`src/rtl/bcd_to_bin_pkg.sv`:
```
// rtl/bcd_to_bin_pkg.sv - shared widths, state type and digit check for bcd_to_bin
package bcd_to_bin_pkg;

  localparam int NUM_DIGITS = 3;
  localparam int DIGIT_W    = 4;
  localparam int BIN_W      = 12;
  localparam int ITERATIONS = 12;
  localparam int BCD_W      = NUM_DIGITS * DIGIT_W;
  localparam int SR_W       = BCD_W + BIN_W;

  typedef enum logic [1:0] {
    IDLE  = 2'd0,
    SHIFT = 2'd1,
    DONE  = 2'd2
  } state_t;

  function automatic logic has_invalid_digit(input logic [BCD_W-1:0] bcd);
    logic bad;
    bad = 1'b0;
    for (int i = 0; i < NUM_DIGITS; i++) begin
      if (bcd[i*DIGIT_W +: DIGIT_W] > 4'd9) bad = 1'b1;
    end
    return bad;
  endfunction

endpackage

```
`src/rtl/bcd_digit_adj.sv`:
```
// rtl/bcd_digit_adj.sv - one BCD digit correction step: subtract 3 when the digit is >= 8
module bcd_digit_adj
  import bcd_to_bin_pkg::*;
(
  input  logic [DIGIT_W-1:0] din,
  output logic [DIGIT_W-1:0] dout
);

  assign dout = (din >= 4'd8) ? din - 4'd3 : din;

endmodule

```
`src/rtl/bcd_to_bin.sv`:
```
// rtl/bcd_to_bin.sv - sequential reverse double-dabble BCD to binary converter
module bcd_to_bin
  import bcd_to_bin_pkg::*;
(
  input  logic        clk,
  input  logic        reset,
  input  logic        start,
  input  logic [3:0]  hundreds,
  input  logic [3:0]  tens,
  input  logic [3:0]  ones,
  output logic        busy,
  output logic        done,
  output logic [11:0] binary,
  output logic        err
);

  state_t            state_q, state_d;
  logic [3:0]        cnt_q, cnt_d;
  logic [SR_W-1:0]   sr_q, sr_d;
  logic [BIN_W-1:0]  binary_q, binary_d;
  logic              err_q, err_d;
  logic              invalid_q, invalid_d;
  logic              busy_q, busy_d;
  logic              done_q, done_d;

  logic [SR_W-1:0]   shifted;
  logic [SR_W-1:0]   iter;
  logic [BCD_W-1:0]  adj_bcd;

  assign shifted = sr_q >> 1;

  for (genvar g = 0; g < NUM_DIGITS; g++) begin : g_adj
    bcd_digit_adj u_adj (
      .din  (shifted[BIN_W + g*DIGIT_W +: DIGIT_W]),
      .dout (adj_bcd[g*DIGIT_W +: DIGIT_W])
    );
  end

  assign iter = {adj_bcd, shifted[BIN_W-1:0]};

  always_comb begin
    state_d   = state_q;
    cnt_d     = cnt_q;
    sr_d      = sr_q;
    binary_d  = binary_q;
    err_d     = err_q;
    invalid_d = invalid_q;
    busy_d    = busy_q;
    done_d    = 1'b0;
    case (state_q)
      IDLE: begin
        if (start) begin
          state_d   = SHIFT;
          sr_d      = {hundreds, tens, ones, {BIN_W{1'b0}}};
          cnt_d     = 4'd0;
          invalid_d = has_invalid_digit({hundreds, tens, ones});
          busy_d    = 1'b1;
        end
      end
      SHIFT: begin
        sr_d  = iter;
        cnt_d = cnt_q + 4'd1;
        if (cnt_q == 4'(ITERATIONS - 1)) begin
          state_d  = DONE;
          done_d   = 1'b1;
          // Valid results never exceed 999, so the top two bits are forced clear.
          binary_d = invalid_q ? '0 : {2'b00, iter[BIN_W-3:0]};
          err_d    = invalid_q;
        end
      end
      DONE: begin
        state_d = IDLE;
        busy_d  = 1'b0;
      end
      default: begin
        state_d = IDLE;
        busy_d  = 1'b0;
      end
    endcase
  end

  always_ff @(posedge clk) begin
    if (reset) begin
      state_q   <= IDLE;
      cnt_q     <= 4'd0;
      sr_q      <= '0;
      binary_q  <= '0;
      err_q     <= 1'b0;
      invalid_q <= 1'b0;
      busy_q    <= 1'b0;
      done_q    <= 1'b0;
    end else begin
      state_q   <= state_d;
      cnt_q     <= cnt_d;
      sr_q      <= sr_d;
      binary_q  <= binary_d;
      err_q     <= err_d;
      invalid_q <= invalid_d;
      busy_q    <= busy_d;
      done_q    <= done_d;
    end
  end

  assign busy   = busy_q;
  assign done   = done_q;
  assign binary = binary_q;
  assign err    = err_q;

endmodule

```
`config.mk`:
```
export PLATFORM = sky130hd
export DESIGN_NAME = bcd_to_bin
export DESIGN_NICKNAME = d
export VERILOG_FILES = /design/src/rtl/bcd_to_bin_pkg.sv /design/src/rtl/bcd_digit_adj.sv /design/src/rtl/bcd_to_bin.sv
export SDC_FILE = /design/constraint.sdc
export NUM_CORES = 1
export LEC_CHECK = 0
export ABC_AREA = 1
export BUFFER_PORTS_ARGS = -buffer_cell sky130_fd_sc_hd__buf_2
export CAP_MARGIN = 20
export CORE_MARGIN = 4
export CORE_UTILIZATION = 54
export DETAILED_ROUTE_END_ITERATION = 8
export PLACE_DENSITY_LB_ADDON = 0.2
export SYNTH_ARGS = -nofsm -noshare
export SYNTH_HDL_FRONTEND = slang
export SYNTH_SLANG_ARGS = --single-unit
```
`constraint.sdc`:
```
create_clock -name clk -period 2.43 [get_ports clk]
set_clock_uncertainty 0.15 [all_clocks]
set_input_delay 0.243 -clock clk [delete_from_list [all_inputs] [get_ports clk]]
set_output_delay 0.243 -clock clk [all_outputs]
set_load 0.03 [all_outputs]
```
# [Word level (Yosys, flattened, before mapping)]
# Cells that the tools add are included.
[word_totals] register_bits=46 in_bits=15 output_inout_bits=15 word_cells=48
[classes] n_addsub=4 magnitude_cmp=6 eq_ne=4 mux=17 n_bitwise=1 reduce_logical=8
[op_table] cell="24-bit case mux with 2 select lines" count=1
[op_table] cell="24-bit two-way mux" count=1
[op_table] cell="4-bit two-way mux" count=4
[op_table] cell="4-bit greater-than comparator, second input constant" count=3
[op_table] cell="10-bit two-way mux" count=1
[op_table] cell="2-bit AND reduction" count=5
[op_table] cell="4-bit greater-or-equal comparator, second input constant" count=2
[op_table] cell="4-bit case mux with 2 select lines" count=1
[op_table] cell="4-bit by 2-bit subtractor with 4-bit output, second input constant" count=2
[op_table] cell="1-bit two-way mux" count=5
[op_table] cell="4-bit by 1-bit adder with 4-bit output, second input constant" count=1
[op_table] cell="4-bit == test, second input constant" count=1
[op_table] cell="3-bit by 4-bit greater-or-equal comparator with 1-bit output, second input constant" count=1
[op_table] cell="2-bit two-way mux" count=2
[op_table] cell="2-bit != test, second input constant" count=2
[op_table] cell="2-bit case mux with 2 select lines" count=1
[op_table] cell="3-bit by 2-bit subtractor with 4-bit output, second input constant" count=1
[op_table] cell="2-bit by 1-bit == test with 1-bit output, second input constant" count=1
[op_table] cell="2-bit zero test" count=1
[op_table] cell="1-bit case mux with 2 select lines" count=1
[op_table] cell="2-bit nonzero test" count=1
[op_table] cell="2-bit OR reduction" count=1
[op_table] cell="1-bit inverter" count=1

# [Logic depth before layout (Yosys ltp)]
# Gate-level depths: netlist (run 1).
[logic_depth] ltp_word=4 ltp_mapped=8 mapped_depth_nobuf=7

# [Hierarchy]
# Synthesis (run 1) repeated with hierarchy kept, for this count alone.
[unflattened] cells_unflattened=326 hier_area_um2=2282.2
[by_module_without_submodules] module="bcd_to_bin" instances=1 cells_per_inst=278 area_per_inst_um2=2015.7 seq_area_each_um2=860.8
[by_module_without_submodules] module="bcd_digit_adj" instances=3 cells_per_inst=16 area_per_inst_um2=88.8 seq_area_each_um2=0.0

# [Worst setup path before layout (run 1)]
# OpenSTA, ideal clock, no wires.
[synth_timing] path_type="flip-flop to flip-flop" from="register cnt_q[0]" to="register binary_q[9], in the netlist binary[9]" setup_ns=0.143 arrival_time_ns=1.121 required_time_ns=2.137 path_slack_ns=1.016 stages_incl_launch_ff=8 n_path_buf=1 period_less_slack_ns=1.414 path_cell_list="dfxtp_1 > ha_1 > nand2_1 > nor2_1 > nand2_1 > buf_4 > nand2_1 > a21oi_1"
[synth_between] elab_chain_cells=2
[synth_rtl] item="start: declaration" line_no="bcd_to_bin.sv:18" rtl="logic [3:0] cnt_q, cnt_d;"
[synth_rtl] item="start signal: assignment" line_no="bcd_to_bin.sv:94" rtl="cnt_q <= cnt_d;"
[synth_rtl] item="4-bit == test" line_no="bcd_to_bin.sv:63" rtl="if (cnt_q == 4'(ITERATIONS - 1)) begin"
[synth_rtl] item="2-bit AND reduction (no line)"
[synth_rtl] item="end signal: assignment" line_no="bcd_to_bin.sv:96" rtl="binary_q <= binary_d;"
[synth_rtl] item="end: declaration" line_no="bcd_to_bin.sv:20" rtl="logic [BIN_W-1:0] binary_q, binary_d;"
# No other way between the ends.
# A chain may end at the register's enable or synchronous reset.

# [Worst setup path after layout (run 1)]
[layout_timing] from="register cnt_q[0]" to="register err_q, in the netlist err"
[layout_between] elab_chain_cells=2
[layout_rtl] item="4-bit == test" line_no="bcd_to_bin.sv:63"
[layout_rtl] item="2-bit AND reduction (no line)"
[layout_rtl] item="end signal: assignment" line_no="bcd_to_bin.sv:97" rtl="err_q <= err_d;"
[layout_rtl] item="end: declaration" line_no="bcd_to_bin.sv:21" rtl="logic err_q, err_d;"
# No other way between the ends.

==> results of run 1 <==
-- metrics by stage --
| stage | instances | cell area [um2] |
|---|---|---|
| after floorplan | 272 | 2020 |
| after global placement | 332 | 2130 |
| after detailed placement | 332 | 2130 |
| after CTS | 340 | 2250 |
| after global routing | 340 | 2250 |
| final | 340 | 2250 |
-- cell usage after synthesis (all sizes together) --
library cell	number	area share [%]
clkbuf	3	0.56
a21oi	32	9.8
inv	22	4.1
ha	5	3.1
clkinv	1	0.19
conb	1	0.19
o21a	1	0.37
nor2	26	5.6
nand4	10	3.1
dfxtp	43	43
nand2	63	13
nand3	34	8.4
o21ai	14	3.5
buf	14	5.0
o211ai	2	0.74
-- worst register-to-register path, stage by stage, from the launching register on --
cell and delay, ns:
dfxtp_1 0.37, ha_1 0.21, nand2_1 0.07, nor2_1 0.08, buf_4 0.19, nand2_1 0.29, o21ai_0 0.26, nor2_1 0.05
-- cell families after synthesis --
family	count (synthesis)
and+or+nand+nor	133
AOI/OAI and AO/OA	49
buffers and inverters	40
adders and majority gates	5
other	1
DFF	43
-- how the worst max path moves through the flow --
stage                from  slack, ns         to  depth (start not counted)
6_report         cnt_q[0]       0.67        err                          7
5_1_grt        state_q[1]       0.50   sr_q[17]                          5
4_1_cts          cnt_q[0]       0.66        err                          7
3_5_place_dp     cnt_q[0]       0.67        err                          7
3_3_place_gp   state_q[1]       0.71   sr_q[13]                          5
2_1_floorplan    cnt_q[0]       1.02  binary[9]                          7
-- power by group --
| part | internal (mW) | switching (mW) | total [mW] |
|---|---|---|---|
| registers | 0.727 | 0.0203 | 0.747 |
| clock network | 0.306 | 0.254 | 0.560 |
| logic | 0.0527 | 0.117 | 0.170 |
| total | 1.09 | 0.391 | 1.48 |
-- sequential cells by signal (all words and copies together) (netlist names) --
signal     count
binary        10
busy           1
cnt_q          4
done           1
err            1
invalid_q      1
sr_q          23
state_q        2
-- area by class of cell --
type / instances / area (um2) / share of cell area (%)
inverter: 23 / 86.3 / 3.84
sequential: 43 / 861 / 38.3
clock inverter: 3 / 43.8 / 1.95
clock buffer: 5 / 68.8 / 3.06
timing repair buffer: 31 / 165 / 7.35
multi-input combinational: 189 / 965 / 42.9
tap: 46 / 57.6 / 2.56
-- metal layers --
layer  share of wire, %  track usage, %  up-vias
li1                   -               -      928
met1                 49            24.9      826
met2                 45            28.7       47
met3                5.5            6.10        2
met4               0.55            6.72        0
met5                  0               0        -
==> impl_metrics.py, run 1 <==
metrics = {
    "timing": {
        "postLayoutSetupSlackWorst_ns": 0.669,
        "hold_slack_ns": 0.0549,
        "hold_viol": 0,
        "layout_min_cycle_time_ns": 1.76,
        "finalSetupViolCount": 0,
        "maxSlewViolCount": 0,
        "max_freq_ghz": 0.568,
        "rsz0062_at_grt": "false",
        "timing.final.crit_share_pct": 72.5,
        "fin_setup_tns_ns": 0,
    },
    "critical_path": {
        "rr_startpoint": "cnt_q[0]",
        "endpoint_kind": "flip-flop",
        "worstPathCellList": "ha_1, nand2_1, nor2_1, buf_4, nand2_1, o21ai_0, nor2_1",
        "reg2reg_slack_ns": 0.67,
        "worst-path-buf-inv": 1,
        "critPathMaxStageDelay_ns": 0.37,
        "reg2reg_to": "err",
        "cp_data_required_time_ns": 2.49,
        "cp_slowest_cell": "dfxtp_1",
        "cp-start-kind": "flip-flop",
        "rr_worst_depth": 7,
        "critical_path_class": "reg -> reg",
        "crit_family": "simple AND/OR/NAND/NOR gates",
        "arrival_ns": 1.82,
        "critPathMaxFanout": 13,
    },
    "hold_path": {
        "min_to": "sr_q[23]",
        "hp-class": "in -> reg",
        "whs_path_depth": 3,
        "hold_start": "hundreds[3]",
    },
    "routing": {
        "first_iter_violations": 117,
        "vias": 1803,
        "first_pass_iters": 4,
        "wl_per_cell_um": 12.9,
        "drt-total-wl_um": 4370,
        "routed_via_density": 5.30,
        "drc": 0,
        "antenna_left": 0,
    },
    "synthesis": {
        "netlist_instances": 271,
        "postSynthAreaPerCell_um2": 7.45,
        "ys_warn_count": 0,
        "synth_xor_area_share_pct": 0,
        "ys_ff_latch": 43,
        "syn_area_um2": 2020,
        "synth_top_family_by_area": "simple AND/OR/NAND/NOR gates",
        "synthSimpleGateAreaFrac_pct": 29.9,
        "synth_fa_ha_area_share_pct": 3.10,
        "synthMuxAreaShare_pct": 0,
        "yosysUniqueCellTypes": 23,
        "ys_seq_area_share_pct": 42.6,
        "synth-compound-area-share_pct": 14.4,
    },
    "run": {
        "cap_violations": 0,
    },
    "clocking": {
        "clk_pin_slew_ns": 0.09,
        "ctsHoldBuffers": 0,
        "root_buffer": "clkbuf_8",
        "post-cts-setup-buffer-count": 0,
        "cts.sinks": 43,
        "cts_tree": "built",
        "post_cts_resized": 0,
        "clk_latency_ns": 0.30,
        "cts_buffers": 5,
        "cts_max_path_buffers": 2,
        "h-tree-depth": 2,
    },
    "floorplan": {
        "dieArea_um2": 4780,
        "die_h_um": 69.2,
        "core_area_um2": 3470,
        "top_level_ports": 30,
        "num_rows": 21,
        "die_x_um": 69.2,
        "initial_core_util_pct": 58.2,
    },
    "layout": {
        "layout-drive-gt1-share_pct": 21.1,
        "final_util_pct": 64.8,
        "fill_cells": 351,
        "area_delta_synth_final_pct": 11.3,
        "antenna_cells": 0,
        "layout_commonest_cell": "nand2_1",
        "mostFrequentLayoutCells": "nand2_1 (54), dfxtp_1 (43), nand3_1 (34)",
        "nets": 313,
    },
    "power_and_ir_drop": {
        "p_leak_nw": 0.954,
        "power_mw": 1.48,
        "ir_drop_mv": 0.497,
        "power_per_cell_area_nw_per_um2": 657,
    },
    "place": {
        "pre_cts_ws_ns": 0.669,
        "routabilityCongestion": 0.847,
        "portBuffers": 27,
        "hpwlAfterDp_um": 2930,
    },
    "global_route": {
        "grt_first_pass_wirelength_um": 7370,
        "grt_pass1_vias": 1641,
        "grt_usage_pct": 18.8,
        "grt_overflow": 0,
        "grt_max_degree": 31,
        "antenna_found_initial": 0,
    },
    "outcome": {
        "status": "finished clean",
    },
}
Power figures use the tool's default switching activity.
==> run 2, diff against run 1 <==
Settings changed: ABC_AREA 1 to 0.
Clock period 2.43 ns to 1.7 ns, I/O delays scaled along.
==> run 2 against run 1 <==
Against the previous run: die area shrank 1.2%; maximum frequency grew 12%; via count shrank 12%; cell area grew 1.8%; utilization grew 1.7 points; critical path depth shrank 3; register-to-register slack lost 0.54 ns.
==> impl_metrics.py, run 2 <==
metrics = {
    "floorplan": {
        "top_level_ports": 30,
        "initial_core_util_pct": 57.9,
        "core_area_um2": 3440,
        "num_rows": 21,
        "dieArea_um2": 4730,
        "die_x_um": 68.8,
        "die_h_um": 68.8,
    },
    "synthesis": {
        "syn_area_um2": 1990,
        "synth_edf_count": 0,
        "netlist_instances": 216,
        "ys_ff_latch": 43,
        "yosys-top-cells-count": "dfxtp_1 (43), nor2_1 (28), a22oi_1 (15), o21ai_0 (15), a21oi_1 (14)",
        "synth_ff_type": "dfxtp_1",
        "yosysMostFrequentCell": "dfxtp_1",
        "synth_top_cell_by_area": "dfxtp_1",
        "yosysUniqueCellTypes": 42,
        "synth_top_area_share_pct": 43.2,
        "synthArstFlopShare_pct": 0,
        "ys_seq_area_share_pct": 43.2,
        "yosys-top-cells-area": "dfxtp_1 (43%), a22oi_1 (5.6%), nor2_1 (5.3%)",
        "postSynthAreaPerCell_um2": 9.23,
        "ys_warn_count": 0,
    },
    "place": {
        "hpwlAfterDp_um": 2670,
        "dpl.cell_count": 278,
        "routabilityCongestion": 0.808,
        "pre_cts_ws_ns": 0.0899,
        "portBuffers": 27,
    },
    "routing": {
        "vias": 1588,
        "antenna_left": 0,
        "first_pass_iters": 4,
        "drt-total-wl_um": 3800,
        "routed_via_density": 5.49,
        "drc": 0,
        "wl_per_cell_um": 13.2,
        "first_iter_violations": 153,
    },
    "timing": {
        "max_freq_ghz": 0.637,
        "finalSetupViolCount": 0,
        "layout_min_cycle_time_ns": 1.57,
        "postLayoutSetupSlackWorst_ns": 0.131,
        "max_slew_margin_pct": 63.9,
        "tightest_slew_ns": 0.541,
        "maxSlewViolCount": 0,
        "hold_viol": 0,
        "rsz0062_at_grt": "false",
        "fin_setup_tns_ns": 0,
        "timing.final.crit_share_pct": 92.3,
    },
    "clocking": {
        "cts_tree": "built",
        "cts.sinks": 43,
        "cts_max_path_buffers": 2,
        "clk_pin_slew_ns": 0.08,
        "h-tree-depth": 2,
        "cts_buffers": 5,
        "clk_latency_ns": 0.29,
        "root_buffer": "clkbuf_8",
        "post-cts-setup-buffer-count": 0,
    },
    "layout": {
        "antenna_cells": 0,
        "instances_no_fill": 289,
        "area_delta_synth_final_pct": 14.8,
        "nets": 262,
        "layout_commonest_cell": "dfxtp_1",
        "largest-register": "sr_q",
        "layout-drive-gt1-share_pct": 21.0,
        "mostFrequentLayoutCells": "dfxtp_1 (43), nor2_1 (28), buf_2 (27)",
        "largest_register_ff_count": 23,
    },
    "critical_path": {
        "critPathMaxFanout": 13,
        "critPathMaxStageDelay_ns": 0.56,
        "crit_family": "flip-flops",
        "worst-path-buf-inv": 1,
        "critical_path_class": "reg -> reg",
        "worstPathCellList": "o21bai_2, buf_4, a22oi_1, nor2_1",
        "cp-start-kind": "flip-flop",
        "cp_slowest_cell": "dfxtp_1",
        "arrival_ns": 1.65,
        "endpoint_kind": "flip-flop",
        "cp_data_required_time_ns": 1.78,
    },
    "global_route": {
        "grt_max_degree": 21,
        "met1_usage_pct": 24.8,
        "top_usage_layer": "met2",
        "grt_usage_pct": 17.5,
        "grt_first_pass_wirelength_um": 6250,
        "grt_overflow": 0,
        "grtUsageMet3_pct": 3.89,
        "use_met2_pct": 26.6,
        "grt_pass1_vias": 1387,
        "antenna_found_initial": 0,
    },
    "run": {
        "cap_violations": 0,
    },
    "power_and_ir_drop": {
        "power_per_cell_area_nw_per_um2": 991,
        "p_leak_nw": 0.911,
        "ir_drop_mv": 0.973,
    },
    "outcome": {
        "status": "finished clean",
    },
    "hold_path": {
        "hp-class": "in -> reg",
    },
}
[run 2: report_power, final]
group	total, mW	switching [mW]	internal [mW]
combinational	0.260	0.142	0.119
sequential	1.08	0.0396	1.04
clock	0.925	0.338	0.587
total	2.27	0.519	1.75
[run 2: kinds of logic after synthesis]
family / synth area share (%)
AO/OA/AOI/OAI: 24.9
XOR/XNOR: 1.76
adder cells (fa/ha/maj): 3.14
buffers and inverters: 9.48
flip-flops: 43.2
multiplexers: 0.502
other: 0.188
AND/OR/NAND/NOR: 16.8
[run 2: path summary, 6_finish.rpt]
check	start	end	slack [ns]	cells after the start
setup reg to reg	state_q[1]	sr_q[4]	0.13	4
hold reg to reg	binary[2]	binary[2]	0.32	2
setup / recovery	state_q[1]	sr_q[4]	0.13	4
hold / removal	tens[2]	sr_q[18]	0.06	3
[run 2: routing by layer]
metal	share of wire, %	vias to the layer above
met1	51	722
met2	43	40
met3	6.0	4
met4	0.53	0
met5	0	-
li1	-	822
[run 2: final cells by class]
| cell class | count | area [um2] |
|---|---|---|
| Clock buffer | 6 | 72.6 |
| Clock inverter | 2 | 60.1 |
| Fill cell | 300 | 1150 |
| Inverter | 12 | 45.0 |
| Multi-Input combinational cell | 140 | 951 |
| Sequential cell | 43 | 861 |
| Tap cell | 46 | 57.6 |
| Timing Repair Buffer | 40 | 240 |
[run 2: per-stage QoR]
| step | utilization, % | total power, mW | hold WS (ns) | cell area (um2) |
|---|---|---|---|---|
| floorplan | - | 1.31 | 0.168 | 2000 |
| global placement | 61.6 | 1.36 | 0.283 | 2120 |
| detailed placement | 61.6 | 1.36 | 0.291 | 2120 |
| CTS | 66.3 | 2.28 | 0.0526 | 2280 |
| global route | 66.4 | 2.35 | 0.0910 | 2290 |
| finish | 66.4 | 2.27 | 0.0582 | 2290 |
[run 2: tightest hold or removal path: stages]
cell and delay [ns]:
buf_2 0.09, a22oi_1 0.06, o22ai_1 0.14
[run 2: timing repair]
item                                    4_1_cts  5_1_grt
hold endpoints to repair                      3        0
hold buffers                                  3        0
endpoints found under the setup margin        0        8
resized for setup                             0        2
==> run 3, diff against run 2 <==
Clock period 1.7 ns to 2 ns, I/O delays scaled along.
==> run 3 against run 2 <==
Against the previous run: sequential share of layout area rose by 0.86 points; clock power fell by 16%; critical endpoint is now sr_q[13]; critical path depth did not move; die area did not move; non-clock buffer count fell by 7; count of clock-buffer cells in the layout did not move; highest routed layer unchanged; global-route usage rose by 0.24 points; maximum frequency fell by 7.7%; hold slack got worse by 0.036 ns; power fell by 16%.
==> impl_metrics.py, run 3 (synthesis results as in run 2) <==
metrics = {
    "timing": {
        "rsz0062_at_grt": "false",
        "fin_setup_tns_ns": 0,
        "max_freq_ghz": 0.588,
        "timing.final.crit_share_pct": 85.0,
        "tightest_slew_ns": 0.666,
        "maxSlewViolCount": 0,
        "layout_min_cycle_time_ns": 1.70,
        "finalSetupViolCount": 0,
        "hold_slack_ns": 0.0219,
        "max_slew_margin_pct": 55.6,
        "hold_viol": 0,
    },
    "critical_path": {
        "arrival_ns": 1.71,
        "cp_data_required_time_ns": 2.01,
        "critical_path_class": "reg -> reg",
        "critPathMaxFanout": 29,
        "endpoint_kind": "flip-flop",
        "cp-start-kind": "flip-flop",
    },
    "layout": {
        "layout_commonest_cell": "dfxtp_1",
        "antenna_cells": 0,
        "area_delta_synth_final_pct": 12.2,
        "largest-register": "sr_q",
        "nets": 255,
        "mostFrequentLayoutCells": "dfxtp_1 (43), nor2_1 (28), buf_2 (27)",
        "layout-drive-gt1-share_pct": 19.1,
        "largest_register_ff_count": 23,
        "final_util_pct": 65.0,
    },
    "global_route": {
        "grt_overflow": 0,
        "antenna_found_initial": 0,
        "grt_usage_pct": 17.7,
        "grt_max_degree": 30,
        "grt_pass1_vias": 1364,
        "grt_first_pass_wirelength_um": 6350,
    },
    "place": {
        "routabilityCongestion": 0.848,
        "hpwlAfterDp_um": 2520,
        "portBuffers": 27,
    },
    "floorplan": {
        "initial_core_util_pct": 57.9,
        "die_x_um": 68.8,
        "die_h_um": 68.8,
        "dieArea_um2": 4730,
        "core_area_um2": 3440,
        "top_level_ports": 30,
        "num_rows": 21,
    },
    "outcome": {
        "status": "finished clean",
    },
    "clocking": {
        "cts.sinks": 43,
        "post-cts-setup-buffer-count": 0,
        "cts_buffers": 5,
        "clk_pin_slew_ns": 0.08,
        "h-tree-depth": 2,
        "ctsHoldBuffers": 0,
        "cts_tree": "built",
        "clk_latency_ns": 0.29,
        "cts_max_path_buffers": 2,
        "post_cts_resized": 0,
        "root_buffer": "clkbuf_8",
    },
    "power_and_ir_drop": {
        "p_leak_nw": 0.883,
        "ir_drop_mv": 0.571,
        "power_per_cell_area_nw_per_um2": 856,
        "power_mw": 1.91,
    },
    "routing": {
        "first_iter_violations": 152,
        "drt-total-wl_um": 3820,
        "routed_via_density": 5.61,
        "drc": 0,
        "first_pass_iters": 4,
        "vias": 1583,
        "antenna_left": 0,
        "wl_per_cell_um": 13.5,
    },
    "run": {
        "cap_violations": 0,
    },
    "hold_path": {
        "hp-class": "in -> reg",
    },
}
[run 3: changes by cell type in the layout (fill, tap and decap cells not counted)]
cell	previous run	this run
and3b_1	0	1
and3b_2	1	0
buf_12	0	1
buf_4	10	5
dlygate4sd3_1	3	0
nand2b_1	1	2
nand2b_2	1	0
[run 3: report_power, final]
group          internal [mW]  switching, mW
sequential             0.885         0.0341
combinational         0.0947          0.118
clock                  0.499          0.282
[run 3: cell type report]
type	instances	area, um2
Tap cell	46	57.6
Sequential cell	43	861
Inverter	12	45.0
Clock inverter	2	60.1
Multi-Input combinational cell	140	947
Fill cell	290	1210
Clock buffer	6	72.6
Timing Repair Buffer	33	193
[run 3: through the flow]
stage,setup slack [ns],instance area [um2],cells
global placement,0.341,2100,274
global route,0.134,2240,282
floorplan,0.608,2000,217
detailed placement,0.321,2100,274
finish,0.300,2240,282
CTS,0.307,2240,282
[run 3: path summary, 6_finish.rpt]
path	end	startpoint	slack (ns)	depth (start not counted)
worst max-delay path	sr_q[13]	state_q[0]	0.30	4
worst min-delay path	sr_q[23]	hundreds[3]	0.02	3
worst max register to register	sr_q[13]	state_q[0]	0.30	4
worst min register to register	binary[7]	binary[7]	0.32	2
[run 3: metal layers]
| metal | track usage, % | wire, um | vias up |
|---|---|---|---|
| met1 | 25.0 | 1820 | 717 |
| met3 | 3.89 | 250 | 6 |
| met2 | 27.2 | 1710 | 50 |
| met5 | 0 | 0 | - |
| met4 | 5.11 | 40 | 0 |
| li1 | - | - | 810 |
[run 3: critical path: stages, from the launching register on]
cell     delay [ns]
dfxtp_1        0.57
nor2b_4        0.38
buf_12         0.21
o211a_1        0.17
o32ai_2        0.08
